**src/rtl/ama_riscv_alu.sv**
```systemverilog
// AMA-RISCV RV32I execute-stage ALU.
// Combinational result plus a registered copy and an invalid-opcode flag.
module ama_riscv_alu (
    input  logic        clk,
    input  logic        rst_n,
    input  logic [3:0]  op_sel,
    input  logic [31:0] in_a,
    input  logic [31:0] in_b,
    output logic [31:0] out_s,
    output logic [31:0] out_s_q,
    output logic        op_invalid
);

    localparam logic [3:0] OP_ADD  = 4'b0000;
    localparam logic [3:0] OP_SUB  = 4'b1000;
    localparam logic [3:0] OP_SLL  = 4'b0001;
    localparam logic [3:0] OP_SRL  = 4'b0101;
    localparam logic [3:0] OP_SRA  = 4'b1101;
    localparam logic [3:0] OP_SLT  = 4'b0010;
    localparam logic [3:0] OP_SLTU = 4'b0011;
    localparam logic [3:0] OP_XOR  = 4'b0100;
    localparam logic [3:0] OP_OR   = 4'b0110;
    localparam logic [3:0] OP_AND  = 4'b0111;
    localparam logic [3:0] OP_PASS = 4'b1111;

    logic        is_add;
    logic        is_sub;
    logic        is_sll;
    logic        is_srl;
    logic        is_sra;
    logic        is_slt;
    logic        is_sltu;
    logic        is_xor;
    logic        is_or;
    logic        is_and;
    logic        is_pass;

    logic [4:0]  shamt;
    logic [31:0] b_eff;
    logic [31:0] sum;
    logic [31:0] sll_r;
    logic [31:0] srl_r;
    logic [31:0] sra_r;
    logic        lt_s;
    logic        lt_u;

    assign is_add  = (op_sel == OP_ADD);
    assign is_sub  = (op_sel == OP_SUB);
    assign is_sll  = (op_sel == OP_SLL);
    assign is_srl  = (op_sel == OP_SRL);
    assign is_sra  = (op_sel == OP_SRA);
    assign is_slt  = (op_sel == OP_SLT);
    assign is_sltu = (op_sel == OP_SLTU);
    assign is_xor  = (op_sel == OP_XOR);
    assign is_or   = (op_sel == OP_OR);
    assign is_and  = (op_sel == OP_AND);
    assign is_pass = (op_sel == OP_PASS);

    // ADD and SUB share one adder: a + ~b + 1 for subtraction
    assign b_eff = is_sub ? ~in_b : in_b;
    assign sum   = in_a + b_eff + {31'd0, is_sub};

    assign shamt = in_b[4:0];
    assign sll_r = in_a << shamt;
    assign srl_r = in_a >> shamt;
    assign sra_r = $unsigned($signed(in_a) >>> shamt);

    assign lt_s = ($signed(in_a) < $signed(in_b));
    assign lt_u = (in_a < in_b);

    always_comb begin
        out_s      = 32'h0;
        op_invalid = 1'b0;
        unique case (1'b1)
            is_add,
            is_sub:  out_s = sum;
            is_sll:  out_s = sll_r;
            is_srl:  out_s = srl_r;
            is_sra:  out_s = sra_r;
            is_slt:  out_s = {31'd0, lt_s};
            is_sltu: out_s = {31'd0, lt_u};
            is_xor:  out_s = in_a ^ in_b;
            is_or:   out_s = in_a | in_b;
            is_and:  out_s = in_a & in_b;
            is_pass: out_s = in_b;
            default: begin
                out_s      = 32'h0;
                op_invalid = 1'b1;
            end
        endcase
    end

    always_ff @(posedge clk or negedge rst_n) begin
        if (!rst_n) begin
            out_s_q <= 32'h0;
        end else begin
            out_s_q <= out_s;
        end
    end

endmodule

```
**config.mk**
```make
export PLATFORM = sky130hd
export DESIGN_NAME = ama_riscv_alu
export DESIGN_NICKNAME = d
export VERILOG_FILES = /design/src/rtl/ama_riscv_alu.sv
export SDC_FILE = /design/constraint.sdc
export NUM_CORES = 1
export LEC_CHECK = 0
export CELL_PAD_IN_SITES_DETAIL_PLACEMENT = 1
export CELL_PAD_IN_SITES_GLOBAL_PLACEMENT = 1
export CORE_MARGIN = 1.5
export CORE_UTILIZATION = 30
export CTS_BUF_LIST = sky130_fd_sc_hd__clkbuf_2 sky130_fd_sc_hd__clkbuf_4 sky130_fd_sc_hd__clkbuf_8
export CTS_CLUSTER_DIAMETER = 120
export DETAILED_ROUTE_END_ITERATION = 16
export GPL_ROUTABILITY_DRIVEN = 1
export PLACE_DENSITY = 0.65
export SETUP_SLACK_MARGIN = 0.5
export SYNTH_ARGS = -nofsm -noshare
export SYNTH_HDL_FRONTEND = slang
export SYNTH_SLANG_ARGS = --single-unit
```
**constraint.sdc**
```tcl
create_clock -name clk -period 5.85 [get_ports clk]
set_clock_uncertainty 0.15 [all_clocks]
set_input_delay 1.17 -clock clk [delete_from_list [all_inputs] [get_ports clk]]
set_output_delay 1.17 -clock clk [all_outputs]
set_load 0.005 [all_outputs]
```
==> results_dict.tcl, run 1 <==
set metrics [dict create \
    run_status "finished, final reports clean" \
    synthCells 1126 \
    largest_registers "out_s_q x32" \
    cp_slowest_cell "sky130_fd_sc_hd__a311o_1" \
    power.internal_mw 1.07 \
    power.density_nw_per_um2 137 \
    grt_start_max_net_pins 75 \
    synthesis.area_sq_um 9140 \
    synth.largest_area_cell "sky130_fd_sc_hd__ha_1" \
    synth_flop_type "sky130_fd_sc_hd__dfrtp_1" \
    unrepaired_setup_endpoints_after_global_routing "true" \
    detail_route.drc_violations 0 \
    dpl_worst_slack_ns -1.26 \
    grt_pass1_vias 11800 \
    synth-seq-cells 32 \
    fin_total_pwr_mw 1.97 \
    gr-usage-met3_pct 5.36 \
    fp.dieArea_sq_um 31500 \
    clkSlewWorstSetupHoldPaths_ns 0.09 \
    worst-slew-pin-transition_ns 0.920 \
    io_pins 135 \
    fmax_ghz 0.175 \
    place_congestion 0.913 \
    critical_path.startpoint_type "input port" \
    antenna_found_initial 1 \
    track_usage_pct 29.6 \
    final_design_area_no_fill_sq_um 14400 \
    power.share.clock_pct 10.4 \
    htree_levels 2 \
    path_class "in2reg" \
    timing.critical_path.fanout_max 8 \
    grt-ovfl-total 0 \
    first_iter_violations 916 \
    antenna_cells_inserted 0 \
    critPathCaptureType "flip-flop" \
    placedInstanceArea_sq_um 12500 \
    cp_slowest_stage_delay_ns 0.36 \
    seq_power_share_pct 13.1 \
    hold_viol 0 \
    post-synth-top-area-fraction_pct 18.2 \
    design.core.area_sq_um 29800 \
    slew_violations 0 \
    layout_commonest_cell "sky130_fd_sc_hd__buf_4" \
    switching_part_of_the_total_power_pct 46.0 \
    detailedPlacementHpwl_microns 34100 \
    syn2layout_area_growth_pct 57.7 \
    wl_microns 48800 \
    drt.antenna.violating_nets 0 \
    wl_per_cell_microns 25.8 \
    clock_buffer_count_from_cts 5 \
    top_usage_layer "met2" \
    min_period_ns 5.71 \
    critical_path_required_ns 5.94 \
    largest-register "out_s_q" \
    vias 11300 \
    worst-path-buf-inv 19 \
    x_dimension_of_the_die_microns 178 \
    routed_via_density 5.97 \
    drive_above_1_share_pct 40.3 \
    yosysWarnings 0 \
    ys_seq_area_share_pct 8.77 \
    crit_path_max_delay_family "buffers and inverters" \
    cts.sinks 32 \
    cts_hold_repair.buffers 0 \
    syn-mean-instance-area_sq_um 8.11 \
    die_h_microns 178 \
    critical-path-top-cell-by-count "sky130_fd_sc_hd__buf_4" \
    worst_slack_ns 0.144 \
    async_flop_share_pct 100 \
    number_of_flops_mapped_to_enable_cells_by_yosys 0 \
    clockBufferDepth 2 \
    final_nets 1707 \
    port_buffers 134 \
    irDropWorstVdd_mv 0.0707 \
    floorplan.rows 63 \
    global_route.usage.met2_pct 49.6 \
    initial_core_utilization_pct 30.7 \
    worst_hold_path_type "in2async" \
    cts_root_buf "sky130_fd_sc_hd__clkbuf_8" \
    layout_worst_path_cycle_share_pct 97.5 \
    clock_tree_from_tritoncts "yes" \
    synth.net_count 1330 \
    global_route_wire_length_before_repair_microns 70900 \
    yosys.cell_types.count 71 \
    drt_first_pass_iters 6 \
    grt.met1_usage_pct 37.0 \
    synthTopCellsByArea "sky130_fd_sc_hd__ha_1 (18%), sky130_fd_sc_hd__mux4_2 (14%), sky130_fd_sc_hd__dfrtp_1 (8.8%), sky130_fd_sc_hd__o21ai_0 (4.9%), sky130_fd_sc_hd__nor2_1 (4.5%)" \
    timing.max_cap.violations 0 \
    comb_power_share_pct 76.4 \
    p_switching_mw 0.906 \
    setup-violations-final 0 \
    slew_headroom_pct 38.6 \
    arrival_worst_endpoint_ns 5.80 \
    mostFrequentLayoutCells "sky130_fd_sc_hd__buf_4 (278), sky130_fd_sc_hd__ha_1 (110), sky130_fd_sc_hd__nor2_1 (101)" \
    max_ffs_per_register 32 \
    p_leak_nw 6.40 \
]
## through the flow
step,utilization (%),std cells,hold slack (ns),setup TNS [ns]
2_1_floorplan,-,1126,0.724,0
3_3_place_gp,41.9,1805,1.21,-16.33
3_5_place_dp,41.9,1805,1.21,-17.47
4_1_cts,46.1,1870,0.835,0
5_1_grt,48.4,1893,0.872,0
6_report,48.4,1893,0.794,0
## power by group through the flow
stage	Sequential [mW]	Combinational [mW]	Clock [mW]
4_1_cts	0.259	1.36	0.210
3_3_place_gp	0.262	1.17	0
5_1_grt	0.261	1.59	0.218
6_report	0.259	1.51	0.206
2_1_floorplan	0.267	0.576	0
3_5_place_dp	0.263	1.19	0
## metal layers
metal  wire length (microns)  up-vias
met5                      10        -
met4                    2460        2
met3                    3350      150
met2                   23100      510
met1                   19800     5661
li1                        -     4987
## synthesized netlist by cell type (4+ instances only)
cell type,instances
sky130_fd_sc_hd__a211o_1,6
sky130_fd_sc_hd__nor2b_1,9
sky130_fd_sc_hd__a221o_1,8
sky130_fd_sc_hd__a221oi_1,26
sky130_fd_sc_hd__and3_1,6
sky130_fd_sc_hd__nand2_1,70
sky130_fd_sc_hd__nand4_1,6
sky130_fd_sc_hd__a21o_1,12
sky130_fd_sc_hd__or3_1,11
sky130_fd_sc_hd__nor3_1,21
sky130_fd_sc_hd__o31ai_1,6
sky130_fd_sc_hd__buf_2,13
sky130_fd_sc_hd__o21a_1,8
sky130_fd_sc_hd__ha_1,133
sky130_fd_sc_hd__mux2i_1,38
sky130_fd_sc_hd__or2_2,4
sky130_fd_sc_hd__a211oi_1,15
sky130_fd_sc_hd__o211ai_1,13
sky130_fd_sc_hd__mux4_2,58
sky130_fd_sc_hd__nor4_1,7
sky130_fd_sc_hd__buf_1,5
sky130_fd_sc_hd__a41oi_1,4
sky130_fd_sc_hd__o221ai_1,10
sky130_fd_sc_hd__and2_1,4
sky130_fd_sc_hd__nand2b_1,7
sky130_fd_sc_hd__o21ai_0,90
sky130_fd_sc_hd__mux2_2,4
sky130_fd_sc_hd__xor2_1,11
sky130_fd_sc_hd__a21oi_1,80
sky130_fd_sc_hd__clkbuf_1,55
sky130_fd_sc_hd__a222oi_1,4
sky130_fd_sc_hd__dfrtp_1,32
sky130_fd_sc_hd__mux4_1,5
sky130_fd_sc_hd__nand3_1,27
sky130_fd_sc_hd__xnor2_1,44
sky130_fd_sc_hd__nor2_1,110
sky130_fd_sc_hd__a22oi_1,18
sky130_fd_sc_hd__a2111oi_0,4
sky130_fd_sc_hd__o21bai_1,9
sky130_fd_sc_hd__a31oi_1,5
sky130_fd_sc_hd__inv_1,79
## what timing repair did
item | in CTS | in global routing
setup buffers | 58 | 23
resized for setup | 333 | 114
pin swaps | 81 | 69
endpoints found under the setup margin | 31 | 31
## cell type report
type / instances / area (sq um)
Timing Repair Buffer: 448 / 3810
Sequential cell: 32 / 801
Clock buffer: 6 / 76.3
Inverter: 81 / 307
Multi-Input combinational cell: 935 / 8930
Fill cell: 3485 / 15400
Tap cell: 390 / 488
Clock inverter: 1 / 5.00
## kinds of logic (layout without fill, tap and decap cells)
logic type	count (synthesis)	after routing	share of synthesized area [%]
AOI/OAI and AO/OA	345	345	24.9
xor gates and xnor gates	55	55	5.27
adders and majority gates	134	134	18.4
buffers and inverters	159	536	7.09
DFF	32	32	8.77
muxes	105	105	20.4
and+or+nand+nor	296	296	15.1
## final timing paths
check / to / start / slack [ns] / cells after the start
min in group clk: out_s_q[20] / in_b[20] / 1.09 / 3
hold / removal: out_s_q[26] / rst_n / 0.79 / 1
max in group asynchronous: out_s_q[5] / rst_n / 4.16 / 1
setup / recovery: out_s_q[19] / op_sel[0] / 0.14 / 30
No activity file was read; power rests on OpenSTA's default activity.
==> run 2, diff against run 1 <==
Settings changed: PLACE_DENSITY 0.65 to 0.68.
Clock period 5.85 ns to 5.1 ns, I/O delays scaled along.
==> results_dict.tcl, run 2 (same netlist as run 1, synthesis figures left out) <==
set metrics [dict create \
    grt_start_max_net_pins 70 \
    syn2layout_area_growth_pct 67.4 \
    setup-violations-final 20 \
    p_leak_nw 6.85 \
    worst_hold_path_type "in2async" \
    run_status "complete, but fails checks" \
    drive_above_1_share_pct 46.4 \
    first_iter_violations 1203 \
    timing.max_cap.violations 0 \
    layout_commonest_cell "sky130_fd_sc_hd__buf_4" \
    critical_path_required_ns 3.93 \
    floorplan.rows 63 \
    x_dimension_of_the_die_microns 178 \
    drt.antenna.violating_nets 0 \
    track_usage_pct 31.4 \
    seq_area_sq_um 801 \
    grt_pass1_vias 12200 \
    initial_core_utilization_pct 30.7 \
    clockBufferDepth 2 \
    antenna_cells_inserted 0 \
    fmax_ghz 0.187 \
    grt-ovfl-total 0 \
    fp.dieArea_sq_um 31500 \
    layout_worst_path_cycle_share_pct 105 \
    detailedPlacementHpwl_microns 35800 \
    cts.sinks 32 \
    finalNonFillerCells 1992 \
    timing.critical_path.fanout_max 8 \
    routed_via_density 6.03 \
    place_congestion 0.943 \
    irDropWorstVdd_mv 0.0920 \
    arrival_worst_endpoint_ns 4.17 \
    max_ffs_per_register 32 \
    slew_headroom_pct 23.7 \
    path_class "in2out" \
    worst_slack_ns -0.244 \
    global_route_wire_length_before_repair_microns 74800 \
    failed_checks "negative setup slack" \
    multi_input_comb_area_sq_um 9030 \
    vias 12000 \
    hold_viol 0 \
    final_nets 1805 \
    min_period_ns 5.34 \
    fin_total_pwr_mw 2.41 \
    placedCellCount 1908 \
    cts_root_buf "sky130_fd_sc_hd__clkbuf_8" \
    design.core.area_sq_um 29800 \
    critical_path.startpoint_type "input port" \
    clock_buffer_count_from_cts 5 \
    clkSlewWorstSetupHoldPaths_ns 0.10 \
    htree_levels 2 \
    mostFrequentLayoutCells "sky130_fd_sc_hd__buf_4 (367), sky130_fd_sc_hd__ha_1 (105), sky130_fd_sc_hd__nor2_1 (100)" \
    antenna_found_initial 0 \
    unrepaired_setup_endpoints_after_global_routing "true" \
    detail_route.drc_violations 0 \
    slew_violations 0 \
    wl_microns 52800 \
    die_h_microns 178 \
    port_buffers 134 \
    clock_tree_from_tritoncts "yes" \
    largest-register "out_s_q" \
    power.density_nw_per_um2 157 \
    wl_per_cell_microns 26.5 \
    worst-slew-pin-transition_ns 1.14 \
    critPathCaptureType "output port" \
    largest_registers "out_s_q x32" \
    drt_first_pass_iters 7 \
    final_core_utilization_pct 51.3 \
    io_pins 135 \
    fillers 3450 \
]
==> run 2: changes by cell type in the layout (fill, tap and decap cells not counted), moves of 8 or more <==
cell and delta:
sky130_fd_sc_hd__buf_6 +10, sky130_fd_sc_hd__buf_2 +11, sky130_fd_sc_hd__buf_4 +89, sky130_fd_sc_hd__a21oi_1 -9
sky130_fd_sc_hd__dlymetal6s2s_1 -8, sky130_fd_sc_hd__clkdlybuf4s50_1 -11
==> run 2: power by group <==
part / switching (mW) / internal [mW]
combinational: 0.944 / 0.906
clock: 0.138 / 0.121
sequential: 0.00871 / 0.287
total: 1.09 / 1.31
==> run 2: layout make-up <==
type                            instances  area share (%)
Multi-Input combinational cell        935            59.0
Inverter                               81            2.07
Clock buffer                            8           0.638
Timing Repair Buffer                  546            29.8
Sequential cell                        32            5.24
Tap cell                              390            3.19
==> run 2: final timing paths <==
kind | slack, ns | startpoint | end | cells past startpoint
max in group asynchronous | 3.56 | rst_n | out_s_q[7] | 1
setup / recovery | -0.24 | op_sel[0] | out_s[14] | 17
min in group clk | 0.94 | op_sel[2] | out_s_q[0] | 3
hold / removal | 0.65 | rst_n | out_s_q[0] | 1
==> run 2: per-stage QoR <==
step	setup TNS [ns]	hold WS (ns)	setup slack [ns]	cell area, sq um
after floorplan	0	0.574	0.220	9280
after global placement	-22.24	1.06	-0.982	13300
after global routing	-4.20	0.720	-0.317	15300
after CTS	-0.867	0.680	-0.134	14600
final	-3.05	0.646	-0.244	15300
after detailed placement	-24.66	1.06	-1.05	13300
==> run 2: worst max-delay path: stages <==
cell	delay (ns)
sky130_fd_sc_hd__buf_8	0.10
sky130_fd_sc_hd__nor4b_4	0.32
sky130_fd_sc_hd__buf_12	0.21
sky130_fd_sc_hd__buf_6	0.14
sky130_fd_sc_hd__xnor2_2	0.07
sky130_fd_sc_hd__ha_1	0.33
sky130_fd_sc_hd__nor2b_4	0.16
sky130_fd_sc_hd__o21a_4	0.22
sky130_fd_sc_hd__o311ai_4	0.41
sky130_fd_sc_hd__nand2_2	0.13
sky130_fd_sc_hd__buf_4	0.16
sky130_fd_sc_hd__buf_6	0.11
sky130_fd_sc_hd__a21o_1	0.19
sky130_fd_sc_hd__a21oi_2	0.17
sky130_fd_sc_hd__xor2_2	0.18
sky130_fd_sc_hd__o21ai_2	0.09
sky130_fd_sc_hd__buf_2	0.14
==> run 2: metal layers <==
metal	GRT usage, %	share of wire [%]	vias to the layer above
met5	0	0	-
met4	14.0	5.8	0
met3	4.76	7.4	206
met2	53.0	47	678
met1	39.4	39	5949
li1	-	-	5171
==> run 2: repair_timing <==
action | in CTS | in global routing
gates cloned | 0 | 2
buffers inserted | 51 | 23
hold buffers | 0 | 0
resized for setup | 408 | 116
endpoints found under the setup margin | 32 | 32
pin swaps | 113 | 74
